===== src/rtl/nn_act_requant.sv =====
// Activation/requantization stage: bias add, ReLU, rounding shift, saturation, output FIFO.
// Latency: accumulator accepted at edge N is written to the FIFO at edge N+2.
// Backpressure: credit-based acc_ready (FIFO + in-flight < depth), so a stalled out_ready never overflows the FIFO.
//
// Ports: clk/rstn (sync active-low); start/neuron_count/shift/relu_en latched in IDLE;
//   acc_valid/acc_data/acc_ready input stream; bias_valid/bias_data/bias_ready when
//   ACT_BIAS_EN is defined; out_valid/out_data/out_last/out_ready output stream; busy, done.
// Optional feature macro: ACT_BIAS_EN (adds the joined bias stream and the stage-1 bias add).

`ifndef DATA_WIDTH
`define DATA_WIDTH 16
`endif
`ifndef ACC_WIDTH
`define ACC_WIDTH 32
`endif

// Small generic synchronous FIFO; registered count, read data gated to zero when empty.
// Latency: a push is visible at the output in the cycle after the push edge.
// Backpressure: none internally; caller must never push when full nor pop when empty.
module nn_act_requant_fifo #(
    parameter int W     = 17,
    parameter int DEPTH = 8
) (
    input  logic                       clk,
    input  logic                       rstn,
    input  logic                       push,
    input  logic [W-1:0]               push_dat,
    input  logic                       pop,
    output logic                       vld,
    output logic [W-1:0]               dat,
    output logic [$clog2(DEPTH):0]     count
);
    localparam int AW = $clog2(DEPTH);

    logic [W-1:0]  mem [DEPTH];
    logic [AW-1:0] wr_ptr;
    logic [AW-1:0] rd_ptr;

    always_ff @(posedge clk) begin
        if (!rstn) begin
            wr_ptr <= '0;
            rd_ptr <= '0;
            count  <= '0;
        end else begin
            if (push) wr_ptr <= wr_ptr + 1'b1;
            if (pop)  rd_ptr <= rd_ptr + 1'b1;
            count <= count + (AW+1)'(push) - (AW+1)'(pop);
        end
    end

    always_ff @(posedge clk) begin
        if (push) mem[wr_ptr] <= push_dat;
    end

    assign vld = (count != '0);
    // Zero when empty so out_data reads 0 after reset instead of stale storage.
    assign dat = vld ? mem[rd_ptr] : '0;
endmodule

module nn_act_requant #(
    parameter int DATA_W     = `DATA_WIDTH,
    parameter int ACC_W      = `ACC_WIDTH,
    parameter int FIFO_DEPTH = 8
) (
    input  logic                     clk,
    input  logic                     rstn,
    input  logic                     start,
    input  logic [15:0]              neuron_count,
    input  logic [4:0]               shift,
    input  logic                     relu_en,
    input  logic                     acc_valid,
    input  logic signed [ACC_W-1:0]  acc_data,
    output logic                     acc_ready,
`ifdef ACT_BIAS_EN
    input  logic                     bias_valid,
    input  logic signed [ACC_W-1:0]  bias_data,
    output logic                     bias_ready,
`endif
    output logic                     out_valid,
    output logic signed [DATA_W-1:0] out_data,
    output logic                     out_last,
    input  logic                     out_ready,
    output logic                     busy,
    output logic                     done
);
    localparam int AW = $clog2(FIFO_DEPTH);
    localparam logic [AW:0] DEPTH_C = (AW+1)'(FIFO_DEPTH);
    localparam logic signed [ACC_W+1:0] SAT_MAX =
        {{(ACC_W+3-DATA_W){1'b0}}, {(DATA_W-1){1'b1}}};
    localparam logic signed [ACC_W+1:0] SAT_MIN =
        {{(ACC_W+3-DATA_W){1'b1}}, {(DATA_W-1){1'b0}}};
    localparam logic signed [ACC_W+1:0] ONE = {{(ACC_W+1){1'b0}}, 1'b1};

    typedef enum logic [1:0] {IDLE, RUN, DRAIN, DONE} state_t;

    state_t      state;
    logic [15:0] n_q;
    logic [15:0] cnt;
    logic [4:0]  shift_q;
    logic        relu_q;

    // Pipeline registers
    logic                     s1_vld;
    logic signed [ACC_W:0]    s1_sum;
    logic                     s1_last;
    logic                     s2_vld;
    logic [DATA_W-1:0]        s2_dat;
    logic                     s2_last;

    // FIFO interface
    logic              f_vld;
    logic [DATA_W:0]   f_dat;
    logic [AW:0]       f_count;
    logic              f_pop;

    logic              in_ready;
    logic              in_fire;
    logic [AW:0]       occ;
    logic              drain_done;
    logic signed [ACC_W:0] sum;

    // Credits: everything already in the FIFO plus everything still in the pipe.
    always_comb begin
        occ = f_count + (AW+1)'(s1_vld) + (AW+1)'(s2_vld);
    end

    assign in_ready = (state == RUN) && (occ < DEPTH_C);
    assign acc_ready = in_ready;

`ifdef ACT_BIAS_EN
    assign bias_ready = in_ready;
    assign in_fire    = in_ready && acc_valid && bias_valid;
    assign sum = {acc_data[ACC_W-1], acc_data} + {bias_data[ACC_W-1], bias_data};
`else
    assign in_fire    = in_ready && acc_valid;
    assign sum = {acc_data[ACC_W-1], acc_data};
`endif

    assign f_pop = f_vld && out_ready;

    // Leave DRAIN on the edge that pops the final entry so done lands in the next cycle.
    assign drain_done = !s1_vld && !s2_vld &&
                        ((f_count == '0) || ((f_count == (AW+1)'(1)) && f_pop));

    always_ff @(posedge clk) begin
        if (!rstn) begin
            state   <= IDLE;
            n_q     <= '0;
            cnt     <= '0;
            shift_q <= '0;
            relu_q  <= 1'b0;
        end else begin
            case (state)
                IDLE: begin
                    if (start) begin
                        n_q     <= neuron_count;
                        shift_q <= shift;
                        relu_q  <= relu_en;
                        cnt     <= '0;
                        state   <= (neuron_count == 16'd0) ? DONE : RUN;
                    end
                end
                RUN: begin
                    if (in_fire) begin
                        cnt <= cnt + 16'd1;
                        if (cnt == n_q - 16'd1) state <= DRAIN;
                    end
                end
                DRAIN: begin
                    if (drain_done) state <= DONE;
                end
                DONE:    state <= IDLE;
                default: state <= IDLE;
            endcase
        end
    end

    assign busy = (state != IDLE);
    assign done = (state == DONE);

    // Stage 2 combinational: ReLU, rounding shift (half toward +inf), saturation.
    // Two guard bits above ACC_W so the rounding add cannot wrap.
    logic signed [ACC_W+1:0] t;
    logic signed [ACC_W+1:0] half;
    logic signed [ACC_W+1:0] rnd;
    logic [DATA_W-1:0]       sat;

    always_comb begin
        t    = {s1_sum[ACC_W], s1_sum};
        half = '0;
        rnd  = '0;
        sat  = '0;
        if (relu_q && t[ACC_W+1]) t = '0;
        if (shift_q != 5'd0) begin
            half = ONE << (shift_q - 5'd1);
            rnd  = (t + half) >>> shift_q;
        end else begin
            rnd = t;
        end
        if (rnd > SAT_MAX)      sat = SAT_MAX[DATA_W-1:0];
        else if (rnd < SAT_MIN) sat = SAT_MIN[DATA_W-1:0];
        else                    sat = rnd[DATA_W-1:0];
    end

    always_ff @(posedge clk) begin
        if (!rstn) begin
            s1_vld  <= 1'b0;
            s1_sum  <= '0;
            s1_last <= 1'b0;
            s2_vld  <= 1'b0;
            s2_dat  <= '0;
            s2_last <= 1'b0;
        end else begin
            s1_vld <= in_fire;
            if (in_fire) begin
                s1_sum  <= sum;
                s1_last <= (cnt == n_q - 16'd1);
            end
            s2_vld <= s1_vld;
            if (s1_vld) begin
                s2_dat  <= sat;
                s2_last <= s1_last;
            end
        end
    end

    nn_act_requant_fifo #(
        .W     (DATA_W + 1),
        .DEPTH (FIFO_DEPTH)
    ) u_fifo (
        .clk      (clk),
        .rstn     (rstn),
        .push     (s2_vld),
        .push_dat ({s2_last, s2_dat}),
        .pop      (f_pop),
        .vld      (f_vld),
        .dat      (f_dat),
        .count    (f_count)
    );

    assign out_valid = f_vld;
    assign out_last  = f_dat[DATA_W];
    assign out_data  = f_dat[DATA_W-1:0];
endmodule


===== config.mk =====
export PLATFORM = sky130hd
export DESIGN_NAME = nn_act_requant
export DESIGN_NICKNAME = d
export VERILOG_FILES = /design/src/rtl/nn_act_requant.sv
export SDC_FILE = /design/constraint.sdc
export NUM_CORES = 1
export LEC_CHECK = 0
export ABC_AREA = 1
export ABC_CLOCK_PERIOD_IN_PS = 7050
export CORE_ASPECT_RATIO = 0.75
export CORE_UTILIZATION = 50
export CTS_BUF_LIST = sky130_fd_sc_hd__clkbuf_2 sky130_fd_sc_hd__clkbuf_4 sky130_fd_sc_hd__clkbuf_8
export CTS_CLUSTER_DIAMETER = 40
export DETAILED_ROUTE_END_ITERATION = 7
export GPL_TIMING_DRIVEN = 0
export PLACE_DENSITY = 0.68
export SLEW_MARGIN = 25
export SYNTH_ARGS = -nofsm -noshare
export SYNTH_HDL_FRONTEND = slang
export SYNTH_HIERARCHICAL = 1
export SYNTH_SLANG_ARGS = --single-unit

===== constraint.sdc =====
create_clock -name clk -period 7.05 [get_ports clk]
set_clock_uncertainty 0.05 [all_clocks]
set_input_delay 1.0575 -clock clk [delete_from_list [all_inputs] [get_ports clk]]
set_output_delay 1.0575 -clock clk [all_outputs]
set_load 0.01 [all_outputs]

Word-level counts from Yosys, hierarchy flattened
Memory sizes are Yosys's and may differ from the RTL's. A register that Yosys moved wholly into a read port is not among the register bits.
Index checks and enable logic that the tools add are counted.
W data, S select, Z words.

storage, ports and cells
  register bits after elaboration = 102
  bits in writable memories = 136
  input port bits = 59
  output and inout port bits = 21
  word-level logic and storage cells = 77
  memories kept = 1

cells by class
  $add $sub $neg = 10
  $lt $le $gt $ge = 3
  equality and inequality tests = 9
  shift operators = 2
  muxes and demuxes = 18
  reduce and logical (&&, ||, !) cells = 20

memory list
  memory      depth  bits a word  read ports  clocked after Yosys merged registers in  write ports  RTL line  source
  u_fifo.mem  8      17           1           1                                        1            35        logic [W-1:0] mem [DEPTH];

operators with widths
  cell                     number
  $mux W34                 2
  $mux W16                 4
  $add A34 B34 Y34         1
  $gt A34 B16 Y1 const B   1
  $lt A34 B16 Y1 const B   1
  $shl A1 B5 Y34 const A   1
  $sshr A34 B5 Y34         1
  $pmux W16 S2             1
  $mux W17                 1
  $add A16 B1 Y16 const B  1
  $eq A16 B16 Y1           1
  $logic_not A16 Y1        1
  $sub A16 B1 Y16 const B  1
  $add A4 B1 Y4            3
  $mux W2                  5
  $pmux W2 S4              1
  $logic_and A1 B1 Y1      7
  $add A3 B1 Y3 const B    2
  $mux W3                  2
  $ne A2 B2 Y1 const B     3
  $reduce_bool A5 Y1       1
  $sub A5 B1 Y5 const B    1
  $eq A2 B2 Y1 const B     2
  $eq A4 B1 Y1 const B     1
  14 further kinds         17

Depth between registers and ports, before layout
Gate-level depths: netlist of the first run.

  depth after elaboration = 8
  gate-level depth with buffers = 43
  gate-level depth less buffers = 39

Hierarchy
The synthesis of the first run kept the hierarchy.

modules (own cells, without submodules)
  module               instances  cells each  area each (um2)
  nn_act_requant       1          1714        9549.2
  nn_act_requant_fifo  1          665         6555.0

Worst setup path after synthesis of the first run
OpenSTA, ideal clock, no wires.

  path kind = flip-flop to flip-flop
  start = register shift_q[0]
  end = register s2_dat[10]
  setup time = 109 ps
  arrival = 4120 ps
  data required time = 6891 ps
  setup slack = 2771 ps
  stages on the path, launching flop included = 38
  buffers on the path = 3
  period minus slack after synthesis = 4279 ps
  cell sequence = dfxtp_1 -> buf_2 -> nor2_1 -> inv_1 -> nor2_1 -> nand2_1 -> inv_1 -> nor2_1 -> clkbuf_1 -> inv_1 -> nand2_1 -> inv_1 -> nor2_1 -> ha_1 -> fa_1 -> nand3_1 -> nand3_1 -> nand2_1 -> (+2 left out) -> nand2_1 -> nand2_1 -> nand2_1 -> nand2_1 -> nand3_1 -> nand3_1 -> nand3_1 -> nand3_1 -> nand3_1 -> a21oi_1 -> nand2_1 -> nor2_1 -> nand3_1 -> nand2_2 -> buf_6 -> nand3_1 -> nand2_1 -> inv_1

between the ends
  word-level cells in the longest chain between the ends = 8
  elaborated cells between the ends (all ways) = 10
  those cells by class = add/sub: 2; order compare: 2; shift: 2; mux: 3; reduce/logical: 1

RTL lines
  item                      RTL line  source
  start: declaration        99        logic [4:0] shift_q;
  start signal: assignment  157       shift_q <= shift;
  $sub A5 B1 Y5             195       half = ONE << (shift_q - 5'd1);
  $shl A1 B5 Y34            195
  $add A34 B34 Y34          196       rnd = (t + half) >>> shift_q;
  $sshr A34 B5 Y34          196
  $mux W34 (*)              194       if (shift_q != 5'd0) begin
  $lt A34 B16 Y1            201       else if (rnd < SAT_MIN) sat = SAT_MIN[DATA_W-1:0];
  $mux W16                  201
  $mux W16 (*)              200       if (rnd > SAT_MAX) sat = SAT_MAX[DATA_W-1:0];
  end signal: assignment    221       s2_dat <= sat;
  end: declaration          107       logic [DATA_W-1:0] s2_dat;

Mark *: on every way between the ends. The rest lies on a longest branch, timed or not.
A chain may end at the register's enable or synchronous reset.

Worst setup path in the final report of the first run
  start = register shift_q[3]
  end = register s2_dat[10]

The elaborated chain is that of the path after synthesis.

==> flow_summary.yaml, run 1 <==
detailed_routing:
  postRouteAntennaNets: 0
  wl_per_cell_um: 18.5
  drtIter0Drc: 1780
  vias: 15886
  via_per_inst: 5.41
  drt_first_pass_iters: 5
  drc: 0
  routed_wl_um: 54500
pwr:
  power.leakage_uw: 0.00884
  vdd_drop_max_mv: 0.255
  p_per_area_nw_per_um2: 329
final_layout:
  layout_common_cells: "630 x nand2_1, 413 x inv_1, 303 x nand3_1"
  antenna_cells: 0
  syn_to_final_growth_pct: 14.1
  drive_above_1_share: 0.0711
  final_common_cell: "nand2_1"
  fin_nets: 2610
  final_cell_count_no_fill: 2937
yosys:
  synth_top_family_by_area: "simple AND/OR/NAND/NOR gates"
  ys_seq_area_frac: 0.384
  synthFlopType: "edfxtp_1"
  syn_nets: 2487
  synth.area.mux_share: 0.00124
  synth_seq_cells: 241
  syn_avg_cell_area_um2: 6.77
  synth-edff-count: 136
  ys.warnings.count: 6
  synthDistinctLibCells: 54
  synthSimpleGateAreaFrac: 0.341
  synth_cells: 2379
  async_flop_share: 0
  synthesis.area_um2: 16100
  synthAdderAreaFrac: 0.0390
  synth_compound_area_frac: 0.0824
  synth-xor-area-share: 0.0245
run_status:
  status: "complete, no violations"
die:
  rows: 56
  die_area_um2: 32900
  fp.dieW_um: 209
  dieHeight_um: 157
  core_area_um2: 31500
  ios: 80
  initial_core_util: 0.512
placement:
  dpl.hpwl_um: 43400
  numPortBuffers: 79
  place_inst: 2866
  gp_congestion: 1.06
cts:
  cts_resized: 0
  post-cts-setup-buffer-count: 0
  cts_root_buf: "clkbuf_8"
  cts_buffer_depth: 3
  cts_hold_buf: 0
  cts_buffers: 40
  cts.clk_slew.worst_paths_ps: 60
  h-tree-depth: 2
  insertion_delay_ps: 550
  numClockSinks: 241
  cts_tree: "built"
grt:
  grt_overflow: 0
  antenna_found_initial: 2
  track_usage: 0.335
  grt_pass1_wl_um: 82500
  grt_pass1_vias: 14449
  grt_max_degree: 18
sta:
  finalMaxSlewViolations: 0
  whs_ps: 405
  setup_tns_ps: 0
  maxSlewHeadroom: 0.342
  fin_crit_sh: 0.922
  finalSetupViolations: 0
  worstMarginPinSlew_ps: 984
  fmax_mhz: 154
  final_hold_viol_count: 0
  period_needed_ps: 6500
  rsz0062_at_grt: "no"
worst_setup_path:
  required_ps: 7460
  end_kind: "flip-flop"
  cp_slowest_stage_delay_ps: 570
  rr_worst_depth: 32
  cpMostUsedCell: "nand3_1"
  crit_arrival_ps: 6900
  crit_fanout: 10
  slowest_stage: "clkbuf_1"
  startpoint_type: "flip-flop"
  critPathKind: "reg -> reg"
run:
  cap_viol_max_count: 0
hold_path:
  min_path_type: "reg -> reg"
  holdPathStages: 2
-- cell type report --
type | instances | area (um^2)
fillers | 3029 | 13100
inverters | 425 | 1600
multi-input cells | 1618 | 7910
plain buffers | 95 | 462
repair buffers | 81 | 813
well taps | 406 | 508
flip-flops and latches | 241 | 6190
clock buffers | 56 | 689
clock inverters | 15 | 204
-- Yosys cell counts, types with 3 or more instances --
library cell / number / area share
a21o_1: 3 / 0.0014
a21oi_1: 85 / 0.026
a31oi_1: 5 / 0.0019
and2_1: 4 / 0.0016
buf_1: 11 / 0.0026
buf_2: 36 / 0.011
buf_6: 6 / 0.0042
clkbuf_1: 40 / 0.0093
clkinv_1: 6 / 0.0014
dfxtp_1: 105 / 0.13
edfxtp_1: 136 / 0.25
ha_1: 47 / 0.037
inv_1: 413 / 0.096
inv_2: 6 / 0.0014
nand2_1: 630 / 0.15
nand2_2: 18 / 0.0070
nand3_1: 303 / 0.094
nand3_2: 5 / 0.0031
nand4_1: 11 / 0.0043
nor2_1: 244 / 0.057
nor2_2: 15 / 0.0058
nor3_1: 14 / 0.0044
nor3_2: 5 / 0.0031
nor3b_1: 9 / 0.0042
nor4_1: 6 / 0.0023
o211ai_1: 14 / 0.0065
o21ai_0: 117 / 0.036
o221ai_1: 5 / 0.0027
or2_2: 4 / 0.0016
xnor2_1: 10 / 0.0054
xor2_1: 35 / 0.019
-- power by group --
group	switching (uW)	internal (uW)	leakage (uW)
logic	1980	976	0.00625
clock network	565	817	0.000464
registers	92.1	1610	0.00213
-- cells by family (layout without fill, tap and decap cells) --
kind of cell / Yosys count / count (layout)
AOI/OAI and AO/OA: 244 / 244
xor gates and xnor gates: 45 / 45
adders and majority gates: 49 / 49
buffers and inverters: 520 / 672
DFF: 241 / 241
muxes: 2 / 2
and+or+nand+nor: 1278 / 1278
-- stage by stage --
step	cell area (um^2)	total power, uW	utilization	setup WS, ps
after global routing	18400	6430	0.584	228
after CTS	18400	5980	0.584	936
after detailed placement	17500	4590	0.555	928
after global placement	17400	4540	0.553	962
after floorplan	16100	3600	-	2770
final	18400	6040	0.584	552
-- state kept, by name (all words and copies together), names as in the netlist, named ones only --
name / cells
state: 2
s1_last: 1
s1_vld: 1
s2_vld: 1
relu_q: 1
shift_q: 5
s1_sum: 32
u_fifo/rd_ptr: 3
u_fifo/wr_ptr: 3
cnt: 16
u_fifo/count: 4
n_q: 16
u_fifo/mem: 136
s2_dat: 16
s2_last: 1
-- critical path, delay by kind of cell, from the launching register on --
kind,cells,cell delay (ps)
buf+inv,9,1940
fa+ha+maj,1,430
flops,1,310
simple gates,22,3670
-- worst paths after layout --
| check | start | slack (ps) | endpoint |
|---|---|---|---|
| min reg2reg | s1_sum[19] | 410 | s1_sum[19] |
| max | shift_q[3] | 550 | s2_dat[10] |
| max reg2reg | shift_q[3] | 550 | s2_dat[10] |
| min | s1_sum[19] | 410 | s1_sum[19] |
-- routing by layer --
layer  share of wire  routed length, um  up-vias  GRT usage
met1            0.49              26600     7301      0.511
met2            0.37              20000      729      0.441
met4           0.018                988        0     0.0791
met5               0                  0        -          0
li1                -                  -     7778          -
met3            0.13               6870       78      0.113
No activity file was read; power rests on OpenSTA's default activity.
==> run 2: changes to the inputs <==
- SYNTH_HIERARCHICAL: 1 -> default
==> run 2 against run 1 <==
Combinational power decreased by 1%. Global-route usage increased by 0.80 points. Maximum frequency increased by 5.5%. Critical path depth decreased by 1. Register-to-register slack improved by 340 ps. Hold slack got worse by 2.9 ps.
==> flow_summary.yaml, run 2 <==
die:
  rows: 55
  initial_core_util: 0.508
  dieHeight_um: 154
  die_area_um2: 31300
  core_area_um2: 30100
  ios: 80
  fp.dieW_um: 204
run_status:
  status: "complete, no violations"
placement:
  post_dp_cell_area_um2: 16700
  place_inst: 2639
  gp_congestion: 1.01
  numPortBuffers: 79
  dpl.hpwl_um: 42600
  place_ws_ps: 1220
yosys:
  synth_seq_cells: 241
  netlist_top_cells_count: "459 x nand2_1, 317 x nor2_1, 262 x inv_1, 211 x o21ai_0, 193 x nand3_1"
  async_flop_share: 0
  syn_avg_cell_area_um2: 7.11
  yosysMostFrequentCell: "nand2_1"
  syn_nets: 2264
  netlist_top_cells_area: "edfxtp_1 27%, dfxtp_1 14%, nand2_1 11%"
  synthesis.area_um2: 15300
  synth_largest_area_cell: "edfxtp_1"
  ys_seq_area_frac: 0.404
  synthFlopType: "edfxtp_1"
  synth_top_cell_area_share: 0.267
  synthDistinctLibCells: 51
  synth-edff-count: 136
  synth_cells: 2155
  ys.warnings.count: 0
worst_setup_path:
  required_ps: 7440
  critPathKind: "reg -> reg"
  reg2reg_from: "shift_q[2]"
  crit_fanout: 10
  rr_worst_depth: 31
  crit_start: "shift_q[2]"
  end_kind: "flip-flop"
  startpoint_type: "flip-flop"
  critPathCapture: "s2_dat[6]"
  cp_slowest_stage_delay_ps: 500
  slowest_stage: "nor2_1"
  crit_arrival_ps: 6550
  r2r_slack_ps: 890
  r2r-end: "s2_dat[6]"
detailed_routing:
  drc: 0
  routed_wl_um: 52800
  vias: 15208
  postRouteAntennaNets: 0
  drtIter0Drc: 1739
  wl_per_cell_um: 19.5
  via_per_inst: 5.61
  drt_first_pass_iters: 6
cts:
  post-cts-setup-buffer-count: 0
  cts_root_buf: "clkbuf_8"
  h-tree-depth: 2
  cts_buffer_depth: 3
  cts.clk_slew.worst_paths_ps: 70
  numClockSinks: 241
  cts_buffers: 38
  insertion_delay_ps: 560
  cts_hold_buf: 0
  cts_tree: "built"
  cts_resized: 0
final_layout:
  stdcell_area_um2: 17500
  final_util: 0.581
  reg_top3: "u_fifo.mem (136), s1_sum (32)"
  final_cell_count_no_fill: 2709
  regMostFlops: "u_fifo.mem"
  multiInputGateArea_um2: 7700
  largest_register_ffs: 136
  drive_above_1_share: 0.0715
  syn_to_final_growth_pct: 14.3
  seq_area_um2: 6190
  final_common_cell: "nand2_1"
  nFillCells: 2824
  fin_nets: 2389
  layout_common_cells: "459 x nand2_1, 309 x nor2_1, 262 x inv_1"
grt:
  antenna_found_initial: 3
  grt_overflow: 0
  track_usage: 0.343
  grt_max_degree: 18
  grt_pass1_wl_um: 81400
  grt_pass1_vias: 14148
pwr:
  p_per_area_nw_per_um2: 333
  vdd_drop_max_mv: 0.175
  power.leakage_uw: 0.00759
sta:
  timing.final.ws_setup_ps: 893
  maxSlewHeadroom: 0.451
  setup_tns_ps: 0
  finalMaxSlewViolations: 0
  finalSetupViolations: 0
  fin_crit_sh: 0.873
  worstMarginPinSlew_ps: 820
  final_hold_viol_count: 0
  period_needed_ps: 6160
  rsz0062_at_grt: "no"
  fmax_mhz: 162
hold_path:
  hp-start: "s1_sum[3]"
  min_path_type: "reg -> reg"
run:
  cap_viol_max_count: 0
-- run 2: cell count changes after synthesis, sizes merged, moves of 6 or more --
cell,previous run,this run
a21oi,86,93
a31oi,5,22
buf,55,36
clkbuf,40,59
inv,419,270
mux2i,2,8
nand2,650,480
nand3,308,207
nor2,259,327
nor3b,9,0
o21ai,120,213
o22ai,1,17
-- run 2: logic make-up after synthesis --
logic type	count (synthesis)	share of synthesized area
flops	241	0.404
xor+xnor	41	0.0235
simple gates	1070	0.298
compound gates	376	0.133
mux	8	0.00523
buf+inv	369	0.0950
fa+ha+maj	50	0.0418
-- run 2: layout make-up --
type,count,area share
tap,399,0.0285
antenna,1,0.000143
inverter,274,0.0588
clock buffer,61,0.0423
sequential,241,0.354
multi-input combinational,1545,0.440
timing repair buffer,85,0.0497
clock inverter,8,0.00257
buffer,95,0.0244
-- run 2: worst max-delay path: cells and delay by family (launching register included) --
kind / cells / cell delay (ps)
adder cells (fa/ha/maj): 1 / 370
flip-flops: 1 / 300
AND/OR/NAND/NOR: 23 / 3440
AO/OA/AOI/OAI: 1 / 170
buffers and inverters: 6 / 1730
-- run 2: metrics by stage --
stage,hold WS (ps),total power [uW]
final,402,5830
after floorplan,380,3590
after detailed placement,392,4550
after global placement,388,4520
after global routing,432,6220
after CTS,402,5780
-- run 2: per-layer routing --
layer  vias up  part of all wire  GRT usage
met2       736              0.36      0.438
met1      7055              0.50      0.555
met4         2             0.015     0.0704
met5         -           0.00019          0
met3        63              0.12     0.0969
li1       7352                 -          -
-- run 2: worst min path at each step --
stage	cells after the start	to
after floorplan	2	s1_sum[0]
after global placement	2	s1_sum[3]
after detailed placement	2	s1_sum[3]
after CTS	2	s1_sum[3]
after global routing	2	s1_sum[8]
final	2	s1_sum[3]
-- run 2: power breakdown --
part	internal, uW	switching (uW)	leakage, uW	total (uW)
Sequential	1610	88.1	0.00210	1700
Combinational	974	1930	0.00507	2910
Clock	667	559	0.000415	1230
